File: config.mk
export PLATFORM = sky130hd
export DESIGN_NAME = ghist_mem_port
export DESIGN_NICKNAME = d
export VERILOG_FILES = /design/src/rtl/ghist_pkg.sv /design/src/rtl/ghist_resp_skid.sv /design/src/rtl/ghist_mem_port.sv
export SDC_FILE = /design/constraint.sdc
export NUM_CORES = 1
export LEC_CHECK = 0
export CORE_ASPECT_RATIO = 1.4
export CORE_MARGIN = 4
export CORE_UTILIZATION = 46
export DETAILED_ROUTE_END_ITERATION = 12
export PLACE_DENSITY = 0.87
export SLEW_MARGIN = 10
export SYNTH_ARGS = -nofsm -noshare
export SYNTH_HDL_FRONTEND = slang
export SYNTH_SLANG_ARGS = --single-unit
File: constraint.sdc
create_clock -name clock -period 8.15 [get_ports clock]
set_input_delay 1.2225 -clock clock [delete_from_list [all_inputs] [get_ports clock]]
set_output_delay 1.2225 -clock clock [all_outputs]
set_load 0.05 [all_outputs]
File: src/rtl/ghist_pkg.sv
// Shared types and constants for the global-history SRAM client port.
// Contents: geometry of the ghist_40x72 macro, index/word typedefs and the
// response payload carried through the read response buffer.
package ghist_pkg;

  localparam int unsigned GHIST_DEPTH = 40;
  localparam int unsigned GHIST_WIDTH = 72;
  localparam int unsigned GHIST_AW    = 6;

  typedef logic [GHIST_WIDTH-1:0] ghist_word_t;
  typedef logic [GHIST_AW-1:0]    ghist_idx_t;

  // One read response: data word plus out-of-range flag.
  typedef struct packed {
    ghist_word_t data;
    logic        err;
  } ghist_resp_t;

endpackage

File: src/rtl/ghist_resp_skid.sv
// Two-entry ordered response buffer for ghist_mem_port.
// Ports:
//   clock, reset  : clock and synchronous active-high reset (empties the buffer)
//   push_i        : enqueue push_data_i (caller guarantees a free slot or a same-cycle pop)
//   push_data_i   : response to enqueue
//   pop_i         : dequeue the head; ignored when empty
//   head_o        : oldest entry
//   valid_o       : buffer non-empty
//   count_o       : occupancy 0..2
module ghist_resp_skid
  import ghist_pkg::*;
(
  input  logic        clock,
  input  logic        reset,
  input  logic        push_i,
  input  ghist_resp_t push_data_i,
  input  logic        pop_i,
  output ghist_resp_t head_o,
  output logic        valid_o,
  output logic [1:0]  count_o
);

  ghist_resp_t entry_q [2];
  ghist_resp_t entry_d [2];
  logic        wr_ptr_q, wr_ptr_d;
  logic        rd_ptr_q, rd_ptr_d;
  logic [1:0]  count_q, count_d;
  logic        pop_ok;

  // Pointer/occupancy update; push into the slot being popped is fine because
  // the head is read from the current-state register.
  always_comb begin
    pop_ok   = pop_i & (count_q != 2'd0);
    entry_d  = entry_q;
    wr_ptr_d = wr_ptr_q;
    rd_ptr_d = rd_ptr_q;
    if (push_i) begin
      entry_d[wr_ptr_q] = push_data_i;
      wr_ptr_d          = ~wr_ptr_q;
    end
    if (pop_ok) begin
      rd_ptr_d = ~rd_ptr_q;
    end
    count_d = count_q + 2'(push_i) - 2'(pop_ok);
  end

  always_ff @(posedge clock) begin
    if (reset) begin
      for (int i = 0; i < 2; i++) begin
        entry_q[i] <= '0;
      end
      wr_ptr_q <= 1'b0;
      rd_ptr_q <= 1'b0;
      count_q  <= 2'd0;
    end else begin
      entry_q  <= entry_d;
      wr_ptr_q <= wr_ptr_d;
      rd_ptr_q <= rd_ptr_d;
      count_q  <= count_d;
    end
  end

  assign head_o  = entry_q[rd_ptr_q];
  assign valid_o = (count_q != 2'd0);
  assign count_o = count_q;

endmodule

File: src/rtl/ghist_mem_port.sv
// Client-side controller for the ghist_40x72 global-history SRAM macro.
// Converts valid/ready read and write requests into R0/W0 macro activity,
// absorbs the one-cycle macro read latency with a 2-entry response buffer,
// range-checks indices (>= DEPTH is out of range).
// Optional feature: define GHIST_MEM_PORT_BYPASS_EN to forward accepted
// writes from the issue cycle and the capture cycle into colliding reads.
// Ports:
//   clock, reset                   : clock, synchronous active-high reset
//   wr_valid/wr_ready/wr_addr/wr_data : write request channel
//   wr_err                         : pulse, previous accepted write was out of range
//   rd_req_valid/rd_req_ready/rd_req_addr : read request channel
//   rd_resp_valid/rd_resp_ready/rd_resp_data/rd_resp_err : read response channel
//   R0_addr/R0_en/R0_data          : macro read port (data one cycle after enable)
//   W0_addr/W0_en/W0_data          : macro write port
module ghist_mem_port
  import ghist_pkg::*;
#(
  parameter int unsigned DEPTH = GHIST_DEPTH,
  parameter int unsigned WIDTH = GHIST_WIDTH,
  parameter int unsigned AW    = GHIST_AW
) (
  input  logic             clock,
  input  logic             reset,
  input  logic             wr_valid,
  output logic             wr_ready,
  input  logic [AW-1:0]    wr_addr,
  input  logic [WIDTH-1:0] wr_data,
  input  logic             rd_req_valid,
  output logic             rd_req_ready,
  input  logic [AW-1:0]    rd_req_addr,
  output logic             rd_resp_valid,
  input  logic             rd_resp_ready,
  output logic [WIDTH-1:0] rd_resp_data,
  output logic             rd_resp_err,
  output logic             wr_err,
  output logic [AW-1:0]    R0_addr,
  output logic             R0_en,
  input  logic [WIDTH-1:0] R0_data,
  output logic [AW-1:0]    W0_addr,
  output logic             W0_en,
  output logic [WIDTH-1:0] W0_data
);

  logic        wr_fire, wr_inrange;
  logic        rd_fire, rd_inrange;
  logic        resp_pop;
  logic [2:0]  occ;
  logic        wr_err_q;
  logic        inflight_q;
  logic        infl_err_q;
  ghist_resp_t cap_resp;
  ghist_resp_t skid_head;
  logic        skid_valid;
  logic [1:0]  skid_count;
  ghist_word_t cap_data;

  // Write path: accepted whenever out of reset, zero added latency.
  assign wr_ready   = ~reset;
  assign wr_fire    = wr_valid & wr_ready;
  assign wr_inrange = (32'(wr_addr) < DEPTH);
  assign W0_en      = wr_fire & wr_inrange;
  assign W0_addr    = W0_en ? wr_addr : '0;
  assign W0_data    = W0_en ? wr_data : '0;

  always_ff @(posedge clock) begin
    if (reset) begin
      wr_err_q <= 1'b0;
    end else begin
      wr_err_q <= wr_fire & ~wr_inrange;
    end
  end

  assign wr_err = wr_err_q & ~reset;

  // Credit: in-flight flag plus buffer occupancy; a slot freed by this
  // cycle's pop is reusable immediately so reads stream one per cycle.
  assign resp_pop     = rd_resp_valid & rd_resp_ready;
  assign occ          = 3'(inflight_q) + 3'(skid_count);
  assign rd_req_ready = ~reset & ((occ - 3'(resp_pop)) < 3'd2);

  // Read issue: out-of-range reads consume a slot but never touch the macro.
  assign rd_fire    = rd_req_valid & rd_req_ready;
  assign rd_inrange = (32'(rd_req_addr) < DEPTH);
  assign R0_en      = rd_fire & rd_inrange;
  assign R0_addr    = R0_en ? rd_req_addr : '0;

  always_ff @(posedge clock) begin
    if (reset) begin
      inflight_q <= 1'b0;
      infl_err_q <= 1'b0;
    end else begin
      inflight_q <= rd_fire;
      infl_err_q <= rd_fire & ~rd_inrange;
    end
  end

`ifdef GHIST_MEM_PORT_BYPASS_EN
  logic [AW-1:0]    infl_addr_q;
  logic             prev_wr_en_q;
  logic [AW-1:0]    prev_wr_addr_q;
  logic [WIDTH-1:0] prev_wr_data_q;

  // Remember the issued read index and the issue-cycle write for forwarding.
  always_ff @(posedge clock) begin
    if (reset) begin
      infl_addr_q    <= '0;
      prev_wr_en_q   <= 1'b0;
      prev_wr_addr_q <= '0;
      prev_wr_data_q <= '0;
    end else begin
      infl_addr_q    <= rd_req_addr;
      prev_wr_en_q   <= W0_en;
      prev_wr_addr_q <= W0_addr;
      prev_wr_data_q <= W0_data;
    end
  end

  // Capture-cycle write wins over the issue-cycle write, which wins over the macro.
  always_comb begin
    cap_data = GHIST_WIDTH'(R0_data);
    if (infl_err_q) begin
      cap_data = '0;
    end else if (W0_en && (W0_addr == infl_addr_q)) begin
      cap_data = GHIST_WIDTH'(W0_data);
    end else if (prev_wr_en_q && (prev_wr_addr_q == infl_addr_q)) begin
      cap_data = GHIST_WIDTH'(prev_wr_data_q);
    end
  end
`else
  // Capture raw macro data; out-of-range reads return zero.
  always_comb begin
    cap_data = GHIST_WIDTH'(R0_data);
    if (infl_err_q) begin
      cap_data = '0;
    end
  end
`endif

  always_comb begin
    cap_resp      = '0;
    cap_resp.data = cap_data;
    cap_resp.err  = infl_err_q;
  end

  ghist_resp_skid u_skid (
    .clock       (clock),
    .reset       (reset),
    .push_i      (inflight_q & ~reset),
    .push_data_i (cap_resp),
    .pop_i       (resp_pop),
    .head_o      (skid_head),
    .valid_o     (skid_valid),
    .count_o     (skid_count)
  );

  // Response outputs read zero while idle or in reset.
  assign rd_resp_valid = skid_valid & ~reset;
  assign rd_resp_data  = rd_resp_valid ? WIDTH'(skid_head.data) : '0;
  assign rd_resp_err   = rd_resp_valid & skid_head.err;

endmodule
==> impl_metrics.xml <==
<?xml version="1.0" encoding="UTF-8"?>
<metrics>
  <group name="run_status">
    <metric name="run_status" unit="">complete, no violations</metric>
  </group>
  <group name="setup_path">
    <metric name="timing.critical_path.to" unit="">R0_addr[5]</metric>
    <metric name="critPathArrivalTime" unit="ns">4.35</metric>
    <metric name="path_common_cell" unit="">clkdlybuf4s50_1</metric>
    <metric name="setup.worst_path.class" unit="">input pin to primary output</metric>
    <metric name="worst-path-max-fanout" unit="">5</metric>
    <metric name="endpoint_required_time_on_the_critical_path" unit="ns">6.93</metric>
    <metric name="critical_path_depth" unit="">9</metric>
    <metric name="worstPathCellList" unit="">clkdlybuf4s50_1 &gt; and2_1 &gt; ha_1 &gt; or2b_1 &gt; fa_1 &gt; xor2_1 &gt; nand4bb_1 &gt; nor4b_1 &gt; clkdlybuf4s50_1</metric>
    <metric name="cpMaxStageDelayCell" unit="">clkdlybuf4s50_1</metric>
    <metric name="critical_path.n_buffers_inverters" unit="">2</metric>
    <metric name="max_stage_delay" unit="ns">0.86</metric>
    <metric name="worstSetupStartpointType" unit="">input pin</metric>
    <metric name="rr_startpoint" unit="">u_skid.count_o[1]</metric>
    <metric name="rrSetupSlack" unit="ns">5.68</metric>
    <metric name="setup.worst_path.start" unit="">rd_resp_ready</metric>
    <metric name="end_kind" unit="">primary output</metric>
    <metric name="worst_reg_to_reg_path_cell_count" unit="">9</metric>
    <metric name="cpLargestDelayFamily" unit="">buffers and inverters</metric>
    <metric name="rr_endpoint" unit="">inflight_q</metric>
  </group>
  <group name="clock_tree">
    <metric name="cts_max_level" unit="">4</metric>
    <metric name="cts_stage_hold_buffer_count" unit="">0</metric>
    <metric name="numClockSinks" unit="">153</metric>
    <metric name="clk-insertion-delay-late" unit="ns">0.42</metric>
    <metric name="cts_setup_buffers" unit="">0</metric>
    <metric name="tritoncts.num_buffers" unit="">17</metric>
    <metric name="clkTransAtPathRegs" unit="ns">0.06</metric>
    <metric name="clockBufferDepth" unit="">2</metric>
    <metric name="clockRootBuffer" unit="">clkbuf_16</metric>
    <metric name="post_cts_resized" unit="">0</metric>
    <metric name="tritoncts" unit="">done</metric>
  </group>
  <group name="floorplan">
    <metric name="core-area" unit="um^2">15700</metric>
    <metric name="die_width" unit="um">115</metric>
    <metric name="fp.dieArea" unit="um^2">18200</metric>
    <metric name="num_io_pins" unit="">324</metric>
    <metric name="rows" unit="">54</metric>
    <metric name="initial_core_util" unit="%">47.1</metric>
    <metric name="die_y" unit="um">158</metric>
  </group>
  <group name="detailed_routing">
    <metric name="via_count" unit="">7413</metric>
    <metric name="viasPerCell" unit="">5.24</metric>
    <metric name="finalWirelength" unit="um">27100</metric>
    <metric name="post_drt_wl_per_cell" unit="um">19.2</metric>
    <metric name="drc" unit="">0</metric>
    <metric name="drt_iter0_markers" unit="">713</metric>
    <metric name="antenna_left" unit="">0</metric>
    <metric name="detailedRoute.firstPassIterationCount" unit="">5</metric>
  </group>
  <group name="cells_and_area">
    <metric name="multi_input_area" unit="um^2">3940</metric>
    <metric name="final_area" unit="um^2">11200</metric>
    <metric name="finalCoreUtilization" unit="%">71.2</metric>
    <metric name="ff_latch_area" unit="um^2">3070</metric>
    <metric name="fillCellCount" unit="">1264</metric>
    <metric name="fraction_of_final_layout_cells_with_drive_strength_greater_than_1" unit="%">5.27</metric>
    <metric name="area.growth.synth_to_final" unit="%">51.2</metric>
    <metric name="final_net_count" unit="">1367</metric>
  </group>
  <group name="timing">
    <metric name="hold_slack" unit="ns">0.451</metric>
    <metric name="finalCriticalPeriod" unit="ns">5.57</metric>
    <metric name="tns" unit="ns">0</metric>
    <metric name="worst-slew-pin-transition" unit="ns">0.999</metric>
    <metric name="maxSlewHeadroom" unit="%">33.4</metric>
    <metric name="final.period_utilization" unit="%">68.4</metric>
    <metric name="final-setup-viol-count" unit="">0</metric>
    <metric name="timing.fmax" unit="GHz">0.179</metric>
    <metric name="slew_violations" unit="">0</metric>
    <metric name="finalClockSkew" unit="ns">0.0113</metric>
    <metric name="report.final.hold_viol_count" unit="">0</metric>
    <metric name="unrepaired_setup_endpoints_after_global_routing" unit="">false</metric>
  </group>
  <group name="pwr">
    <metric name="power_density" unit="nW/um^2">183</metric>
    <metric name="design_power_total" unit="uW">2050</metric>
    <metric name="worst_ir_drop_on_vdd" unit="uV">121</metric>
    <metric name="leakage" unit="uW">0.00390</metric>
  </group>
  <group name="yosys">
    <metric name="synth-seq-area-share" unit="%">41.5</metric>
    <metric name="synth_largest_type_area_fraction" unit="%">41.5</metric>
    <metric name="number_of_enable_type_register_cells_in_the_synthesized_netlist" unit="">0</metric>
    <metric name="synth.avg_cell_area" unit="um^2">7.91</metric>
    <metric name="synthArstFlopShare" unit="%">0</metric>
    <metric name="synth.net_count" unit="">1098</metric>
    <metric name="yosys.area.top_type" unit="">dfxtp_1</metric>
    <metric name="synth_cells" unit="">933</metric>
    <metric name="synth-seq-cells" unit="">153</metric>
    <metric name="synth_top_cells_by_count" unit="">dfxtp_1, nand2_1, nor2_1, and2_1, mux2i_1</metric>
    <metric name="post_synth_cell_types" unit="">32</metric>
    <metric name="synth.yosys.warnings" unit="">0</metric>
    <metric name="synth_ff_type" unit="">dfxtp_1</metric>
    <metric name="cell_with_the_most_instances_after_synthesis" unit="">dfxtp_1</metric>
    <metric name="yosys-top-cells-area" unit="">dfxtp_1, mux2i_1, and2_1, nand2_1, nor2_1</metric>
    <metric name="mappedNetlistArea" unit="um^2">7380</metric>
  </group>
  <group name="run">
    <metric name="max_cap_violations" unit="">0</metric>
  </group>
  <group name="grt">
    <metric name="first_pass_grt_wire_length" unit="um">40200</metric>
    <metric name="grt_usage" unit="%">29.0</metric>
    <metric name="grt_start_max_net_pins" unit="">87</metric>
    <metric name="grt_antenna_before_repair" unit="">7</metric>
    <metric name="via_count_of_the_first_global_routing_pass" unit="">7522</metric>
    <metric name="gr-total-overflow" unit="">0</metric>
  </group>
  <group name="placement">
    <metric name="place_hpwl" unit="um">19200</metric>
    <metric name="placement.io_buffers" unit="">323</metric>
    <metric name="placedInstanceArea" unit="um^2">10600</metric>
    <metric name="globalplace.congestion" unit="">0.832</metric>
  </group>
  <group name="worst_hold_path">
    <metric name="hp-class" unit="">register to register</metric>
  </group>
</metrics>
## worst min-delay path: cells and delay by family (launching register included)
family,cells,cell delay [ns]
AND/OR/NAND/NOR,2,0.10
flip-flops,1,0.30
## cell type report
type                    count  area share (%)
multi-input cells         692            35.3
clock inverters            13            1.21
repair buffers            333            29.6
clock buffers              19            3.97
well taps                 196            2.20
inverters                   5           0.168
diodes                      3          0.0673
flip-flops and latches    153            27.5
## per-stage QoR
stage | setup slack, ns | instances
floorplan | 2.06 | 933
global placement | 2.66 | 1379
detailed placement | 2.55 | 1379
CTS | 2.55 | 1411
global route | 2.41 | 1412
finish | 2.58 | 1414
## cells in the final DEF, fill, tap and decap left out, drive strengths merged
master / n
clkdlybuf4s50: 322
dfxtp: 153
nand2: 134
nor2: 100
and2: 82
mux2i: 74
a21oi: 64
o21ai: 59
nand3: 58
nand2b: 40
nor2b: 34
a31o: 24
clkbuf: 19
inv: 12
buf: 11
nor3b: 5
clkinvlp: 4
and3: 4
diode: 3
ha: 3
xor2: 2
or2b: 1
nand4bb: 1
nor4b: 1
nand3b: 1
and3b: 1
or3b: 1
nor3: 1
xnor2: 1
fa: 1
bufinv: 1
clkinv: 1
## state kept, by name, indices dropped and copies added, names as in the netlist
register,count
infl_err_q,1
inflight_q,1
wr_err_q,1
u_skid.wr_ptr_q,1
u_skid.entry_q,146
u_skid.count_o,2
u_skid.rd_ptr_q,1
## report_power, final
group | switching (uW) | internal (uW) | leakage (uW)
clock network | 329 | 438 | 0.000273
registers | 38.7 | 793 | 0.00124
logic | 256 | 192 | 0.00238
total | 624 | 1420 | 0.00390
## how the worst min path moves through the flow
stage / startpoint / endpoint / slack [ns] / cells past startpoint
6_report: u_skid.entry_q[73] / u_skid.entry_q[73] / 0.45 / 2
5_1_grt: u_skid.entry_q[75] / u_skid.entry_q[75] / 0.47 / 2
4_1_cts: u_skid.entry_q[73] / u_skid.entry_q[73] / 0.45 / 2
3_5_place_dp: u_skid.entry_q[73] / u_skid.entry_q[73] / 0.44 / 2
3_3_place_gp: u_skid.entry_q[141] / u_skid.entry_q[141] / 0.44 / 2
2_1_floorplan: u_skid.entry_q[73] / u_skid.entry_q[73] / 0.43 / 2
## metal layers
layer / global-route usage [%] / part of all wire [%] / vias to the layer above
met1: 37.2 / 41 / 3413
met3: 10.2 / 10 / 45
met5: 0 / 0 / -
met2: 44.8 / 46 / 341
met4: 11.0 / 2.8 / 0
li1: - / - / 3614
## logic make-up (layout without fill, tap and decap cells)
family | count (synthesis) | after routing | share of synthesized area, %
multiplexers | 74 | 74 | 10.0
flip-flops | 153 | 153 | 41.5
buffers and inverters | 88 | 370 | 5.41
AND/OR/NAND/NOR | 464 | 464 | 30.7
other | 0 | 3 | 0
XOR/XNOR | 3 | 3 | 0.356
adder cells (fa/ha/maj) | 4 | 4 | 0.780
AO/OA/AOI/OAI | 147 | 147 | 11.2
Power figures use the tool's default switching activity.
